--- src/rtl/dmem_arb_pkg.sv ---
// Shared types and constants for the data-memory arbiter.
//   arb_state_t : arbiter FSM encoding
//   memop_t     : 3-bit MemOp code, carried through untouched
//   port_idx_t  : index of a requesting master
package dmem_arb_pkg;

    localparam int ARB_NPORTS = 2;

    typedef enum logic [1:0] {
        ARB_IDLE   = 2'd0,
        ARB_ACCESS = 2'd1,
        ARB_RDWAIT = 2'd2
    } arb_state_t;

    typedef logic [2:0] memop_t;

    typedef logic [$clog2(ARB_NPORTS)-1:0] port_idx_t;

endpackage

--- src/rtl/rr_pick2.sv ---
// Two-way winner select for the data-memory arbiter.
// Build option: DMEM_ARB_RR_EN defined -> round-robin with a last-served
// pointer; undefined -> fixed priority, port 0 always wins, no pointer.
// Ports:
//   clock, reset_n : system clock, async active-low reset (pointer only)
//   req0, req1     : live request lines
//   take           : a grant is being made this cycle, advance pointer
//   winner         : selected port (valid when any_req)
//   any_req        : at least one request present
module rr_pick2
    import dmem_arb_pkg::*;
(
    input  logic      clock,
    input  logic      reset_n,
    input  logic      req0,
    input  logic      req1,
    input  logic      take,
    output port_idx_t winner,
    output logic      any_req
);

    assign any_req = req0 | req1;

`ifdef DMEM_ARB_RR_EN
    port_idx_t last;

    // Reset to "port 1 served last" so the first contention goes to port 0.
    always_ff @(posedge clock or negedge reset_n) begin
        if (!reset_n)
            last <= port_idx_t'(1);
        else if (take)
            last <= winner;
    end

    always_comb begin
        if (req0 && req1)
            winner = ~last;
        else if (req1)
            winner = port_idx_t'(1);
        else
            winner = port_idx_t'(0);
    end
`else
    logic unused_rr;
    assign unused_rr = &{1'b0, clock, reset_n, take};

    assign winner = (req1 && !req0) ? port_idx_t'(1) : port_idx_t'(0);
`endif

endmodule

--- src/rtl/dmem_arbiter.sv ---
// Shares the single data_mem port between the CPU load/store path (port 0)
// and a second bus master (port 1). One request is latched at a time; read
// data comes back on the shared rdata bus with a per-port rvalid pulse.
// Build option: DMEM_ARB_RR_EN selects round-robin arbitration (see rr_pick2);
// without it port 0 has fixed priority.
// Ports:
//   clock, reset_n            : system clock, async active-low reset
//   reqN/weN/addrN/wdataN/memopN : master N request and payload
//   gntN                      : one-cycle pulse, request issued to memory
//   rvalidN, rdata            : read result for master N
//   mem_addr/mem_wdata/mem_memop/mem_we : drive data_mem
//   mem_rdata                 : data_mem read data
//
// state      | meaning
// ARB_IDLE   | sample requests, latch winner payload
// ARB_ACCESS | payload on memory bus, gnt to winner, write strobe
// ARB_RDWAIT | count down read latency, capture rdata at zero
module dmem_arbiter
    import dmem_arb_pkg::*;
#(
    parameter int ADDR_W = 32,
    parameter int DATA_W = 32,
    parameter int RD_LAT = 1
) (
    input  logic              clock,
    input  logic              reset_n,
    input  logic              req0,
    input  logic              req1,
    input  logic              we0,
    input  logic              we1,
    input  logic [ADDR_W-1:0] addr0,
    input  logic [ADDR_W-1:0] addr1,
    input  logic [DATA_W-1:0] wdata0,
    input  logic [DATA_W-1:0] wdata1,
    input  memop_t            memop0,
    input  memop_t            memop1,
    output logic              gnt0,
    output logic              gnt1,
    output logic              rvalid0,
    output logic              rvalid1,
    output logic [DATA_W-1:0] rdata,
    output logic [ADDR_W-1:0] mem_addr,
    output logic [DATA_W-1:0] mem_wdata,
    output memop_t            mem_memop,
    output logic              mem_we,
    input  logic [DATA_W-1:0] mem_rdata
);

    arb_state_t state, next_state;
    port_idx_t  win, sel;
    logic       any_req, take, we_q;
    logic [1:0] cnt;

    assign take = (state == ARB_IDLE) && any_req;

    rr_pick2 u_pick (
        .clock   (clock),
        .reset_n (reset_n),
        .req0    (req0),
        .req1    (req1),
        .take    (take),
        .winner  (win),
        .any_req (any_req)
    );

    always_ff @(posedge clock or negedge reset_n) begin
        if (!reset_n)
            state <= ARB_IDLE;
        else
            state <= next_state;
    end

    always_comb begin
        next_state = state;
        case (state)
            ARB_IDLE:   if (any_req) next_state = ARB_ACCESS;
            ARB_ACCESS: next_state = we_q ? ARB_IDLE : ARB_RDWAIT;
            ARB_RDWAIT: if (cnt == 2'd0) next_state = ARB_IDLE;
            default:    next_state = ARB_IDLE;
        endcase
    end

    always_comb begin
        gnt0   = 1'b0;
        gnt1   = 1'b0;
        mem_we = 1'b0;
        if (state == ARB_ACCESS) begin
            gnt0   = (sel == port_idx_t'(0));
            gnt1   = (sel == port_idx_t'(1));
            mem_we = we_q;
        end
    end

    // Payload stays on the memory bus through RDWAIT so a pipelined
    // memory keeps seeing a stable address.
    always_ff @(posedge clock or negedge reset_n) begin
        if (!reset_n) begin
            sel       <= port_idx_t'(0);
            we_q      <= 1'b0;
            mem_addr  <= '0;
            mem_wdata <= '0;
            mem_memop <= '0;
            cnt       <= 2'd0;
            rdata     <= '0;
            rvalid0   <= 1'b0;
            rvalid1   <= 1'b0;
        end else begin
            rvalid0 <= 1'b0;
            rvalid1 <= 1'b0;
            case (state)
                ARB_IDLE: begin
                    if (any_req) begin
                        sel <= win;
                        if (win == port_idx_t'(1)) begin
                            we_q      <= we1;
                            mem_addr  <= addr1;
                            mem_wdata <= wdata1;
                            mem_memop <= memop1;
                        end else begin
                            we_q      <= we0;
                            mem_addr  <= addr0;
                            mem_wdata <= wdata0;
                            mem_memop <= memop0;
                        end
                    end
                end
                ARB_ACCESS: begin
                    if (!we_q)
                        cnt <= 2'(RD_LAT - 1);
                end
                ARB_RDWAIT: begin
                    if (cnt == 2'd0) begin
                        rdata   <= mem_rdata;
                        rvalid0 <= (sel == port_idx_t'(0));
                        rvalid1 <= (sel == port_idx_t'(1));
                    end else begin
                        cnt <= cnt - 2'd1;
                    end
                end
                default: ;
            endcase
        end
    end

endmodule

--- config.mk ---
export PLATFORM = sky130hd
export DESIGN_NAME = dmem_arbiter
export DESIGN_NICKNAME = d
export VERILOG_FILES = /design/src/rtl/dmem_arb_pkg.sv /design/src/rtl/rr_pick2.sv /design/src/rtl/dmem_arbiter.sv
export SDC_FILE = /design/constraint.sdc
export NUM_CORES = 1
export LEC_CHECK = 0
export ABC_CLOCK_PERIOD_IN_PS = 4800
export CORE_MARGIN = 5
export CORE_UTILIZATION = 40
export CTS_BUF_LIST = sky130_fd_sc_hd__clkbuf_4 sky130_fd_sc_hd__clkbuf_8
export CTS_CLUSTER_DIAMETER = 40
export DETAILED_ROUTE_END_ITERATION = 16
export PLACE_DENSITY_LB_ADDON = 0.15
export SYNTH_ARGS = -nofsm -noshare
export SYNTH_HDL_FRONTEND = slang
export SYNTH_SLANG_ARGS = --single-unit
export TNS_END_PERCENT = 50
--- constraint.sdc ---
create_clock -name clock -period 4.8 [get_ports clock]
set_clock_uncertainty 0.1 [all_clocks]
set_input_delay 0.48 -clock clock [delete_from_list [all_inputs] [get_ports clock]]
set_output_delay 0.48 -clock clock [all_outputs]
set_load 0.02 [all_outputs]
# Word level (Yosys, flattened, before mapping)
# Index checks and enable logic that the tools add are counted.
[totals] reg_bits=107 in_bits=172 out_inout_bits=104 word_cells=47
[classes] n_addsub=1 eq_ne=6 n_mux=19 bitwise=2 n_reduce_logical=9
[op_table] operator="32-bit 2-to-1 mux" n=2
[op_table] operator="2-bit 2-to-1 mux" n=5
[op_table] operator="1-bit 2-to-1 mux" n=9
[op_table] operator="2-bit inequality test, second input constant" n=4
[op_table] operator="2-bit one-hot mux with 3 select lines" n=1
[op_table] operator="2-bit AND reduction" n=3
[op_table] operator="2-bit logical NOT" n=2
[op_table] operator="2-bit one-hot mux with 2 select lines" n=1
[op_table] operator="3-bit 2-to-1 mux" n=1
[op_table] operator="3-bit AND reduction" n=1
[op_table] operator="2-bit by 1-bit == test with 1-bit output, second input constant" n=1
[op_table] operator="2-bit == test, second input constant" n=1
[op_table] operator="2-bit nonzero test" n=1
[op_table] operator="2-bit by 1-bit subtractor with 2-bit output, second input constant" n=1
[op_table] operator="1-bit logical AND" n=1
[op_table] operator="1-bit logical NOT" n=1
[op_table] operator="1-bit NOT" n=1
[op_table] operator="1-bit bitwise OR" n=1

# Depth between registers and ports, before layout
[logic_depth] ltp_word=4 mapped_depth=6 mapped_depth_nobuf=4

# Hierarchy
# From an unflattened synthesis, not the netlist that was laid out.
[hier_totals] hier_cells=398 area_unflattened_um2=4765.8
[by_module_without_submodules] mod="dmem_arbiter" n_inst=1 cells_each=396 area_each_um2=4753.3 seq_area_each_um2=2677.6
[by_module_without_submodules] mod="rr_pick2" n_inst=1 cells_each=2 area_each_um2=12.5 seq_area_each_um2=0.0

# Worst setup path after synthesis
# Ideal clock, no wire load.
[synth_timing] kind="input-to-reg" startpoint="input req0" endpoint="register mem_addr[10]" setup_time_ns=0.125 arrival_time_ns=1.537 t_required_ns=4.575 slack_ns=3.038 cell_stages=6 n_path_buf=3 cell_sequence="nand2b_1 > clkbuf_2 > buf_6 > buf_8 > mux2_4 > mux2_4"
[synth_via] elab_chain_len=4 word_cells_on_any_way=6 classes_between="mux: 2; bitwise: 1; reduce/logical: 3"
[synth_rtl] item="from (decl)" line="dmem_arbiter.sv:27" source="input logic req0,"
[synth_rtl] item="1-bit logical NOT" line="rr_pick2.sv:47" source="assign winner = (req1 && !req0) ? port_idx_t'(1) : port_idx_t'(0);"
[synth_rtl] item="1-bit logical AND" line="rr_pick2.sv:47"
[synth_rtl] item="1-bit 2-to-1 mux" line="rr_pick2.sv:47"
[synth_rtl] item="32-bit 2-to-1 mux" line="dmem_arbiter.sv:114" source="if (win == port_idx_t'(1)) begin"
[synth_rtl] item="to (signal assigned)" line="dmem_arbiter.sv:116" source="mem_addr <= addr1;"
[synth_rtl] item="to (signal assigned)" line="dmem_arbiter.sv:121" source="mem_addr <= addr0;"
[synth_rtl] item="to (decl)" line="dmem_arbiter.sv:42" source="output logic [ADDR_W-1:0] mem_addr,"
# Parallel ways exist; a longest one is shown, timed or not.
# A chain may end at the register's enable or synchronous reset.

# Final worst setup path
[layout_timing] startpoint="input req0" endpoint="register mem_wdata[23]"
[layout_via] elab_chain_len=4 word_cells_on_any_way=6 classes_between="mux: 2; bitwise: 1; reduce/logical: 3"
[layout_rtl] item="1-bit logical NOT" line="rr_pick2.sv:47"
[layout_rtl] item="1-bit logical AND" line="rr_pick2.sv:47"
[layout_rtl] item="1-bit 2-to-1 mux" line="rr_pick2.sv:47"
[layout_rtl] item="32-bit 2-to-1 mux" line="dmem_arbiter.sv:114"
[layout_rtl] item="to (signal assigned)" line="dmem_arbiter.sv:117" source="mem_wdata <= wdata1;"
[layout_rtl] item="to (signal assigned)" line="dmem_arbiter.sv:122" source="mem_wdata <= wdata0;"
[layout_rtl] item="to (decl)" line="dmem_arbiter.sv:43" source="output logic [DATA_W-1:0] mem_wdata,"
# Parallel ways exist; a longest one is shown, timed or not.

==> flow_summary.yaml <==
power_and_ir_drop:
  p_clk_frac: 0.123
  p_int_w: 0.00309
  powerDensity_nw_per_um2: 594
  p_sw_frac: 0.354
  ir_drop_uv: 618
  switching_power_w: 0.00169
  power.share.sequential: 0.332
  p_leak_nw: 3.37
  combPwrFrac: 0.544
logic_synthesis:
  yosysUniqueCellTypes: 19
  async_flop_share: 1.00
  syn_nets: 490
  synth_edf_count: 0
  syn_area_per_cell_um2: 15.7
  synth_warnings: 0
  netlist_top_cells_area: "dfrtp_1, mux2_2, mux2_4"
  syn_area_um2: 4960
  yosysTopAreaCell: "dfrtp_1"
  synth_top_area_frac: 0.540
  synth_cells: 317
  yosysMostFrequentCell: "mux2_2"
  seq_area_frac_synth: 0.540
  synth_ff_type: "dfrtp_1"
  synth_common_cells: "mux2_2, dfrtp_1, mux2_4"
  synth_seq_cells: 107
worst_setup_path:
  cpPeakStageDelay_ps: 800
  cp-end-kind: "flip-flop"
  cp-start-kind: "primary input"
  cp_max_fo: 68
  cp_common_cell: "mux2_2"
  critical_path_arrival_ps: 2570
  cp_num_buf_inv: 1
  critPathTopFamily: "simple AND/OR/NAND/NOR gates"
  crit_chain: "clkdlybuf4s50_1 > nand2b_4 > mux2_2 > mux2_2"
  critical_path_required_ps: 4960
  slowest_stage: "nand2b_4"
  reg2reg_slack_ps: 2520
  worstSetupPathType: "in -> reg"
floorplan:
  die-area_um2: 14700
  die_h_um: 121
  fp-row-count: 40
  core_um2: 12100
  initial_core_util: 0.410
  fp.dieW_um: 121
  ios: 276
global_routing:
  grtUsageTotal: 0.185
  grt_overflow: 0
  grt_pass1_vias: 3948
  grt_pass1_wl_um: 21000
  grt_antenna_before_repair: 0
  grt_max_degree: 70
job:
  max_cap_violations: 0
clocking:
  clkTransAtPathRegs_ps: 100
  clk_latency_ps: 370
  postCtsSetupRepairBufs: 0
  htreeDepth: 3
  hold_buffers: 0
  cts_buffer_depth: 2
  cts_resized: 0
  cts.sinks: 107
  cts-root-buf: "clkbuf_8"
  cts_buffers: 9
  cts_tree: "built"
finish:
  area_growth_pct: 62.1
  final_nets: 759
  diodes: 0
  final_cells: 759
  drive_above_1_share: 0.318
sta:
  slew_viol_final: 0
  period_share: 0.502
  setup-tns-final_ps: 0
  relSlewSlack: 0.262
  worst_slew_pin_slew_ps: 1110
  setup_viol: 0
  rsz0062_at_grt: "no"
  fmax_mhz: 415
  hold_viol: 0
  period_minus_slack_ps: 2410
detailed_routing:
  dr.first_iter.drc_count: 105
  routedWlPerCell_um: 18.1
  drt_wl_total_um: 13800
  viasPerCell: 4.67
  first_pass_iters: 4
  via_count: 3548
  ant_nets: 0
  drcViolationCount: 0
placement:
  place_congestion: 0.780
  hpwl_um: 10600
  dp_cells: 743
  numPortBuffers: 275
min_path:
  min-delay-path-class: "in -> async"
run_status:
  outcome: "finished, final reports clean"
==> logic make-up after synthesis <==
group	synth area share
and+or+nand+nor	0.0119
muxes	0.412
adders and majority gates	0.00252
DFF	0.540
AOI/OAI and AO/OA	0.00580
buffers and inverters	0.0285
==> state kept, by name, summed over array words and instances (netlist names), 2 cells and up <==
signal     count
mem_wdata     32
rdata         32
mem_addr      32
state          2
mem_memop      3
cnt            2
==> per-stage QoR <==
| stage | hold slack, ps | area, µm² | util | power, W | setup slack, ps |
|---|---|---|---|---|---|
| 6_report | 95.0 | 8040 | 0.664 | 0.00478 | 2390 |
| 5_1_grt | 156 | 8040 | 0.664 | 0.00504 | 2320 |
| 4_1_cts | 113 | 8040 | 0.664 | 0.00485 | 2410 |
| 3_5_place_dp | 390 | 7830 | 0.646 | 0.00425 | 1990 |
| 3_3_place_gp | 386 | 7830 | 0.646 | 0.00419 | 2030 |
| 2_1_floorplan | 84.4 | 4960 | - | 0.00297 | 3040 |
==> power by group through the flow <==
stage               combinational (W)  sequential, W  clock (W)
floorplan                    0.000844        0.00213          0
global placement              0.00260        0.00159          0
detailed placement            0.00264        0.00161          0
CTS                           0.00265        0.00159   0.000614
global route                  0.00274        0.00165   0.000652
finish                        0.00260        0.00159   0.000590
==> routing by layer <==
| metal | GRT usage | up-vias | part of all wire |
|---|---|---|---|
| li1 | - | 1659 | - |
| met1 | 0.195 | 1704 | 0.36 |
| met2 | 0.331 | 158 | 0.52 |
| met3 | 0.0634 | 27 | 0.085 |
| met4 | 0.0826 | 0 | 0.031 |
| met5 | 0 | - | 0 |
==> final cells by class <==
type | instances | area, µm²
fill | 959 | 4070
timing repair buffer | 277 | 2770
sequential | 107 | 2680
multi-input combinational | 187 | 2160
tap | 168 | 210
clock buffer | 13 | 173
clock inverter | 3 | 43.8
inverter | 4 | 15.0
==> placed cells by master (no fill, tap or decap), types with 2 or more instances in the layout <==
cell type / synthesis / layout
inv_1: 4 / 4
mux2i_1: 2 / 2
mux2_2: 129 / 129
clkbuf_8: 0 / 12
clkdlybuf4s50_1: 0 / 274
nor2_1: 7 / 7
a21oi_1: 2 / 2
dfrtp_1: 107 / 107
buf_4: 2 / 3
mux2_4: 38 / 38
nand2b_1: 3 / 2
==> worst paths after layout <==
path / from / endpoint / depth (start not counted)
worst max-delay path: req0 / mem_wdata[23] / 4
worst min-delay path: reset_n / mem_addr[27] / 1
worst max register to register: state[0] / mem_wdata[29] / 3
worst min register to register: rdata[27] / rdata[27] / 1
max in group asynchronous: reset_n / rdata[16] / 2
min in group clock: rdata[27] / rdata[27] / 1
(Power assumes the default switching activity.)
